===== config.mk =====
export PLATFORM = sky130hd
export DESIGN_NAME = ldpc_syndrome_accum
export DESIGN_NICKNAME = d
export VERILOG_FILES = /design/src/rtl/ldpc_syndrome_accum.sv
export SDC_FILE = /design/constraint.sdc
export NUM_CORES = 1
export LEC_CHECK = 0
export ABC_AREA = 1
export CAP_MARGIN = 15
export CELL_PAD_IN_SITES_DETAIL_PLACEMENT = 2
export CELL_PAD_IN_SITES_GLOBAL_PLACEMENT = 2
export CORE_MARGIN = 2
export CORE_UTILIZATION = 28
export DETAILED_ROUTE_END_ITERATION = 10
export GPL_TIMING_DRIVEN = 0
export HOLD_SLACK_MARGIN = 0.08
export PLACE_DENSITY_LB_ADDON = 0.1
export SLEW_MARGIN = 20
export SYNTH_ARGS = -nofsm -noshare
export SYNTH_HDL_FRONTEND = slang
export SYNTH_SLANG_ARGS = --single-unit

===== constraint.sdc =====
create_clock -name clk -period 2.4 [get_ports clk]
set_input_delay 0.36 -clock clk [delete_from_list [all_inputs] [get_ports clk]]
set_output_delay 0.36 -clock clk [all_outputs]
set_load 0.02 [all_outputs]

===== src/rtl/ldpc_syndrome_accum.sv =====
// ---------------------------------------------------------------------------
// ldpc_syndrome_accum
//
// Purpose:
//   Sits behind the quasi-cyclic shift network. Every accepted block is a
//   rotated Z-bit hard-decision slice for one non-zero base-matrix entry.
//   Blocks of one base-matrix row are XOR-accumulated into a Z-bit row
//   syndrome. That syndrome is presented on a valid/ready output one cycle
//   after the row's last block. Per frame the block counts the rows with a
//   non-zero syndrome. When the frame's last row syndrome is popped, it
//   reports whether the whole codeword checks.
//
// Ports:
//   clk           in   1      rising-edge clock
//   rst           in   1      synchronous active-high reset
//   in_valid      in   1      input block valid
//   in_ready      out  1      block accepted when in_valid & in_ready
//   in_data       in   Z      rotated block
//   in_last_col   in   1      last non-zero block of the current row
//   in_last_row   in   1      current row closes the frame (with in_last_col)
//   out_valid     out  1      row syndrome available
//   out_ready     in   1      consumer takes the row syndrome
//   out_syndrome  out  Z      XOR of all blocks of the row
//   out_row_idx   out  ROW_W  row index of out_syndrome
//   out_last      out  1      syndrome belongs to the frame's last row
//   frame_done    out  1      one-cycle pulse after the last-row syndrome pops
//   frame_ok      out  1      all row syndromes of the closed frame were zero
//   unsat_cnt     out  ROW_W  non-zero row syndromes in the closed frame
//   frame_err     out  1      sticky row-sequencing error, cleared by rst
// ---------------------------------------------------------------------------
module ldpc_syndrome_accum #(
    parameter int LIFTING_FACTOR = 4,
    parameter int ROWS           = 3,
    parameter int ROW_W          = 2
) (
    input  logic                      clk,
    input  logic                      rst,
    input  logic                      in_valid,
    output logic                      in_ready,
    input  logic [LIFTING_FACTOR-1:0] in_data,
    input  logic                      in_last_col,
    input  logic                      in_last_row,
    output logic                      out_valid,
    input  logic                      out_ready,
    output logic [LIFTING_FACTOR-1:0] out_syndrome,
    output logic [ROW_W-1:0]          out_row_idx,
    output logic                      out_last,
    output logic                      frame_done,
    output logic                      frame_ok,
    output logic [ROW_W-1:0]          unsat_cnt,
    output logic                      frame_err
);

    localparam logic [ROW_W-1:0] LAST_ROW_IDX = ROW_W'(ROWS - 1);
    localparam logic [ROW_W-1:0] CNT_MAX      = '1;

    logic [LIFTING_FACTOR-1:0] acc_q, acc_d;
    logic                      row_open_q, row_open_d;
    logic [ROW_W-1:0]          row_idx_q, row_idx_d;
    logic                      out_valid_q, out_valid_d;
    logic [LIFTING_FACTOR-1:0] out_syndrome_q, out_syndrome_d;
    logic [ROW_W-1:0]          out_row_idx_q, out_row_idx_d;
    logic                      out_last_q, out_last_d;
    logic                      frame_done_q, frame_done_d;
    logic                      frame_ok_q, frame_ok_d;
    logic [ROW_W-1:0]          unsat_cnt_q, unsat_cnt_d;
    logic                      frame_err_q, frame_err_d;
    logic                      ok_acc_q, ok_acc_d;
    logic [ROW_W-1:0]          unsat_acc_q, unsat_acc_d;

    logic                      beat;
    logic                      pop;
    logic [LIFTING_FACTOR-1:0] row_syn;
    logic                      syn_nz;
    logic                      ok_base;
    logic [ROW_W-1:0]          unsat_base;

    // Syndrome including the current block. A closed row contributes
    // nothing, so the first block of a row starts from zero.
    genvar gi;
    generate
        for (gi = 0; gi < LIFTING_FACTOR; gi++) begin : g_lane
            assign row_syn[gi] = (row_open_q & acc_q[gi]) ^ in_data[gi];
        end
    endgenerate

    assign syn_nz   = |row_syn;
    assign pop      = out_valid_q & out_ready;
    assign in_ready = !out_valid_q | out_ready;
    assign beat     = in_valid & in_ready;

    always_comb begin
        acc_d          = acc_q;
        row_open_d     = row_open_q;
        row_idx_d      = row_idx_q;
        out_valid_d    = out_valid_q;
        out_syndrome_d = out_syndrome_q;
        out_row_idx_d  = out_row_idx_q;
        out_last_d     = out_last_q;
        frame_done_d   = 1'b0;
        frame_ok_d     = frame_ok_q;
        unsat_cnt_d    = unsat_cnt_q;
        frame_err_d    = frame_err_q;
        ok_base        = ok_acc_q;
        unsat_base     = unsat_acc_q;

        if (pop) begin
            out_valid_d = 1'b0;
        end

        // Popping the last row publishes the totals and restarts the
        // accumulators. A row closing in this same cycle therefore lands in
        // the fresh frame.
        if (pop && out_last_q) begin
            frame_done_d = 1'b1;
            frame_ok_d   = ok_acc_q;
            unsat_cnt_d  = unsat_acc_q;
            ok_base      = 1'b1;
            unsat_base   = '0;
        end

        ok_acc_d    = ok_base;
        unsat_acc_d = unsat_base;

        if (beat) begin
            if (!in_last_col) begin
                acc_d      = row_syn;
                row_open_d = 1'b1;
            end else begin
                out_valid_d    = 1'b1;
                out_syndrome_d = row_syn;
                out_row_idx_d  = row_idx_q;
                out_last_d     = in_last_row;
                acc_d          = '0;
                row_open_d     = 1'b0;
                ok_acc_d       = ok_base & !syn_nz;
                if (syn_nz && (unsat_base != CNT_MAX)) begin
                    unsat_acc_d = unsat_base + 1'b1;
                end

                // Row sequencing: the frame's last row must be row ROWS-1.
                // A mismatch either way is flagged, and indexing restarts at 0.
                if (in_last_row) begin
                    row_idx_d = '0;
                    if (row_idx_q != LAST_ROW_IDX) begin
                        frame_err_d = 1'b1;
                    end
                end else if (row_idx_q == LAST_ROW_IDX) begin
                    row_idx_d   = '0;
                    frame_err_d = 1'b1;
                end else begin
                    row_idx_d = row_idx_q + 1'b1;
                end
            end
        end
    end

    always_ff @(posedge clk) begin
        if (rst) begin
            acc_q          <= '0;
            row_open_q     <= 1'b0;
            row_idx_q      <= '0;
            out_valid_q    <= 1'b0;
            out_syndrome_q <= '0;
            out_row_idx_q  <= '0;
            out_last_q     <= 1'b0;
            frame_done_q   <= 1'b0;
            frame_ok_q     <= 1'b0;
            unsat_cnt_q    <= '0;
            frame_err_q    <= 1'b0;
            ok_acc_q       <= 1'b1;
            unsat_acc_q    <= '0;
        end else begin
            acc_q          <= acc_d;
            row_open_q     <= row_open_d;
            row_idx_q      <= row_idx_d;
            out_valid_q    <= out_valid_d;
            out_syndrome_q <= out_syndrome_d;
            out_row_idx_q  <= out_row_idx_d;
            out_last_q     <= out_last_d;
            frame_done_q   <= frame_done_d;
            frame_ok_q     <= frame_ok_d;
            unsat_cnt_q    <= unsat_cnt_d;
            frame_err_q    <= frame_err_d;
            ok_acc_q       <= ok_acc_d;
            unsat_acc_q    <= unsat_acc_d;
        end
    end

    assign out_valid    = out_valid_q;
    assign out_syndrome = out_syndrome_q;
    assign out_row_idx  = out_row_idx_q;
    assign out_last     = out_last_q;
    assign frame_done   = frame_done_q;
    assign frame_ok     = frame_ok_q;
    assign unsat_cnt    = unsat_cnt_q;
    assign frame_err    = frame_err_q;

endmodule


==> reports/metrics.cfg <==
[outcome]
status=finished, final reports clean

[final_layout]
drive_above_1_share_pct=11.7
fin_area_sq_mm=0.00133
area_delta_synth_final_pct=31.0
diodes=0
final_nets=174
final_cell_mix=nand2_1, dfxtp_1, clkdlybuf4s50_1
layout_commonest_cell=nand2_1

[worst_setup_path]
worst-setup-path-type=primary input to output pin
cp_slowest_stage_delay_ns=0.61
r2r_start=out_valid$_SDFF_PP0_
worstSetupEndpointType=output pin
r2r_end=unsat_acc_q[1]$_SDFF_PP0_
crit_fanout=4
required_ns=2.04
crit_chain=clkdlybuf4s50_1, inv_2, nand2_4, clkdlybuf4s50_1
cp.arrival_ns=1.60
start_kind=primary input
cp_common_cell=clkdlybuf4s50_1
regToRegSetupSlack_ns=0.75
r2r_cells=8
critPathSlowestCell=clkdlybuf4s50_1

[timing]
worst_pin_slew_ns=0.509
post-route-period-util_pct=81.9
finalHoldViolCount=0
period_needed_ns=1.96
drv_slew=0
finalWorstSetupSlack_ns=0.435
grt_setup_unrepaired=false
fmax_mhz=509
final.setup.tns_ns=0
setup_violations=0
slew_headroom_pct=66.1
skew_ns=0.00573
holdWs_ns=0.459

[power_and_ir_drop]
leakage_nw=0.579
ir_drop_mv=0.220
pwr-share-comb_pct=17.9
switching_share_pct=28.1
power.density_mw_per_mm2=545
p_seq_share_pct=56.7
internal_power_mw=0.520
p_sw_mw=0.203
pwr-share-clk_pct=25.4

[clock_tree]
post_cts_resize_count=0
cts_root_buffer=clkbuf_4
cts_buffer_depth=2
path_clk_slew_ns=0.13
cts_tree=built
insertion_delay_ns=0.31
cts_hold_buffers=0
htreeDepth=1
numCtsBuffers=3
cts_sinks=23
postCtsSetupBuffers=0

[synthesis]
syn_inst=135
synth.net_count=146
syn_avg_cell_area_sq_um=7.51
yosysSeqAreaShare_pct=45.4
synth.distinct_cells=21
ys_seq_elements=23
netlist_area_sq_mm=0.00101
yosysWarnings=0

[min_path]
hp-class=flip-flop to flip-flop
hold_depth=2
whs_endpoint=unsat_cnt[0]$_SDFFE_PP0P_
hold_start=unsat_cnt[0]$_SDFFE_PP0P_

[grt]
grt_pass1_wl_um=5050
overflow=0
met3_usage_pct=2.29
use_met2_pct=27.2
grt_start_max_net_pins=13
use_met1_pct=19.5
grt_pass1_vias=1078
grt_busiest_layer=met2
grt_usage_pct=15.4
antenna_found_initial=0

[floorplan]
dieArea_sq_mm=0.00412
coreArea_sq_mm=0.00342
fp.dieH_um=64.2
dieWidth_um=64.2
initial_utilization_pct=29.7
ioPinCount=24
row_count=21

[placement]
io_buffers=23
routabilityCongestion=0.732
dp_slack_ns=0.275
place.detailed.hpwl_um=2140
dpl-instance-area_sq_mm=0.00130

[route]
drt.antenna.violating_nets=0
drc=0
wl_per_cell_um=13.4
wirelength_um=2780
dr.pass1.iters=3
num_vias=985
via_per_inst=4.74
drtIter0Drc=32

[flow_run]
maxCapViolCount=0

[critical path: cells and delay by family]
| family | cells | cell delay (ns) |
|---|---|---|
| buf+inv | 3 | 1.16 |
| simple gates | 1 | 0.08 |
[worst max path at each step]
stage / from / endpoint / slack, ns / depth (start not counted)
2_1_floorplan: out_valid$_SDFF_PP0_ / unsat_acc_q[0]$_SDFF_PP0_ / 0.86 / 8
6_report: out_ready / in_ready / 0.44 / 4
3_3_place_gp: out_ready / unsat_acc_q[1]$_SDFF_PP0_ / 0.37 / 9
5_1_grt: out_ready / in_ready / 0.37 / 4
3_5_place_dp: out_ready / unsat_acc_q[0]$_SDFF_PP0_ / 0.28 / 9
4_1_cts: out_ready / in_ready / 0.42 / 4
[power by group through the flow]
| stage | clock, mW | sequential [mW] | combinational [mW] |
|---|---|---|---|
| 2_1_floorplan | 0 | 0.427 | 0.0664 |
| 4_1_cts | 0.196 | 0.410 | 0.132 |
| 3_5_place_dp | 0 | 0.418 | 0.131 |
| 6_report | 0.184 | 0.410 | 0.129 |
| 3_3_place_gp | 0 | 0.417 | 0.126 |
| 5_1_grt | 0.215 | 0.412 | 0.145 |
[Yosys cell counts (all sizes together)]
cell    instances  area, sq um
nand2          42          180
nor2           12         71.3
a21oi          13         65.1
o21ai           7         35.0
clkbuf          1         3.75
inv            19         71.3
dfxtp          23          460
ha              1         12.5
a22oi           1         7.51
nand3           7         40.0
a31oi           4         25.0
xor2            1         8.76
nor3            1         5.00
buf             3         27.5
[registers in the layout (all words and copies together) (netlist names)]
| register | flops |
|---|---|
| out_last | 1 |
| row_open_q | 1 |
| frame_done | 1 |
| out_syndrome | 4 |
| ok_acc_q | 1 |
| unsat_cnt | 2 |
| out_valid | 1 |
| out_row_idx | 2 |
| frame_err | 1 |
| unsat_acc_q | 2 |
| acc_q | 4 |
| row_idx_q | 2 |
| frame_ok | 1 |
[area by class of cell]
class / instances / area, sq um
inverter: 19 / 71.3
sequential: 23 / 460
buffer: 4 / 31.3
fill: 427 / 2090
clock buffer: 4 / 26.3
timing repair buffer: 23 / 230
tap: 46 / 57.6
multi-input combinational: 89 / 450
[kinds of logic (layout without fill, tap and decap cells)]
logic type	count (synthesis)	after routing	synth area share, %
simple gates	62	62	29.3
compound gates	25	25	13.1
flops	23	23	45.4
buf+inv	23	50	10.1
fa+ha+maj	1	1	1.23
xor+xnor	1	1	0.864
[metrics by stage]
step	util, %	instances	power [mW]
CTS	38.9	208	0.739
floorplan	-	135	0.493
detailed placement	38.1	204	0.549
global placement	38.1	204	0.543
global route	38.9	208	0.773
finish	38.9	208	0.723
[layer usage]
layer / vias to the layer above / wire length, um / share of wire (%)
met3: 2 / 102 / 3.7
met1: 489 / 1240 / 45
li1: 477 / - / -
met5: - / 0 / 0
met4: 0 / 20 / 0.72
met2: 17 / 1420 / 51
Note: power is estimated with default switching activity, not from simulation.
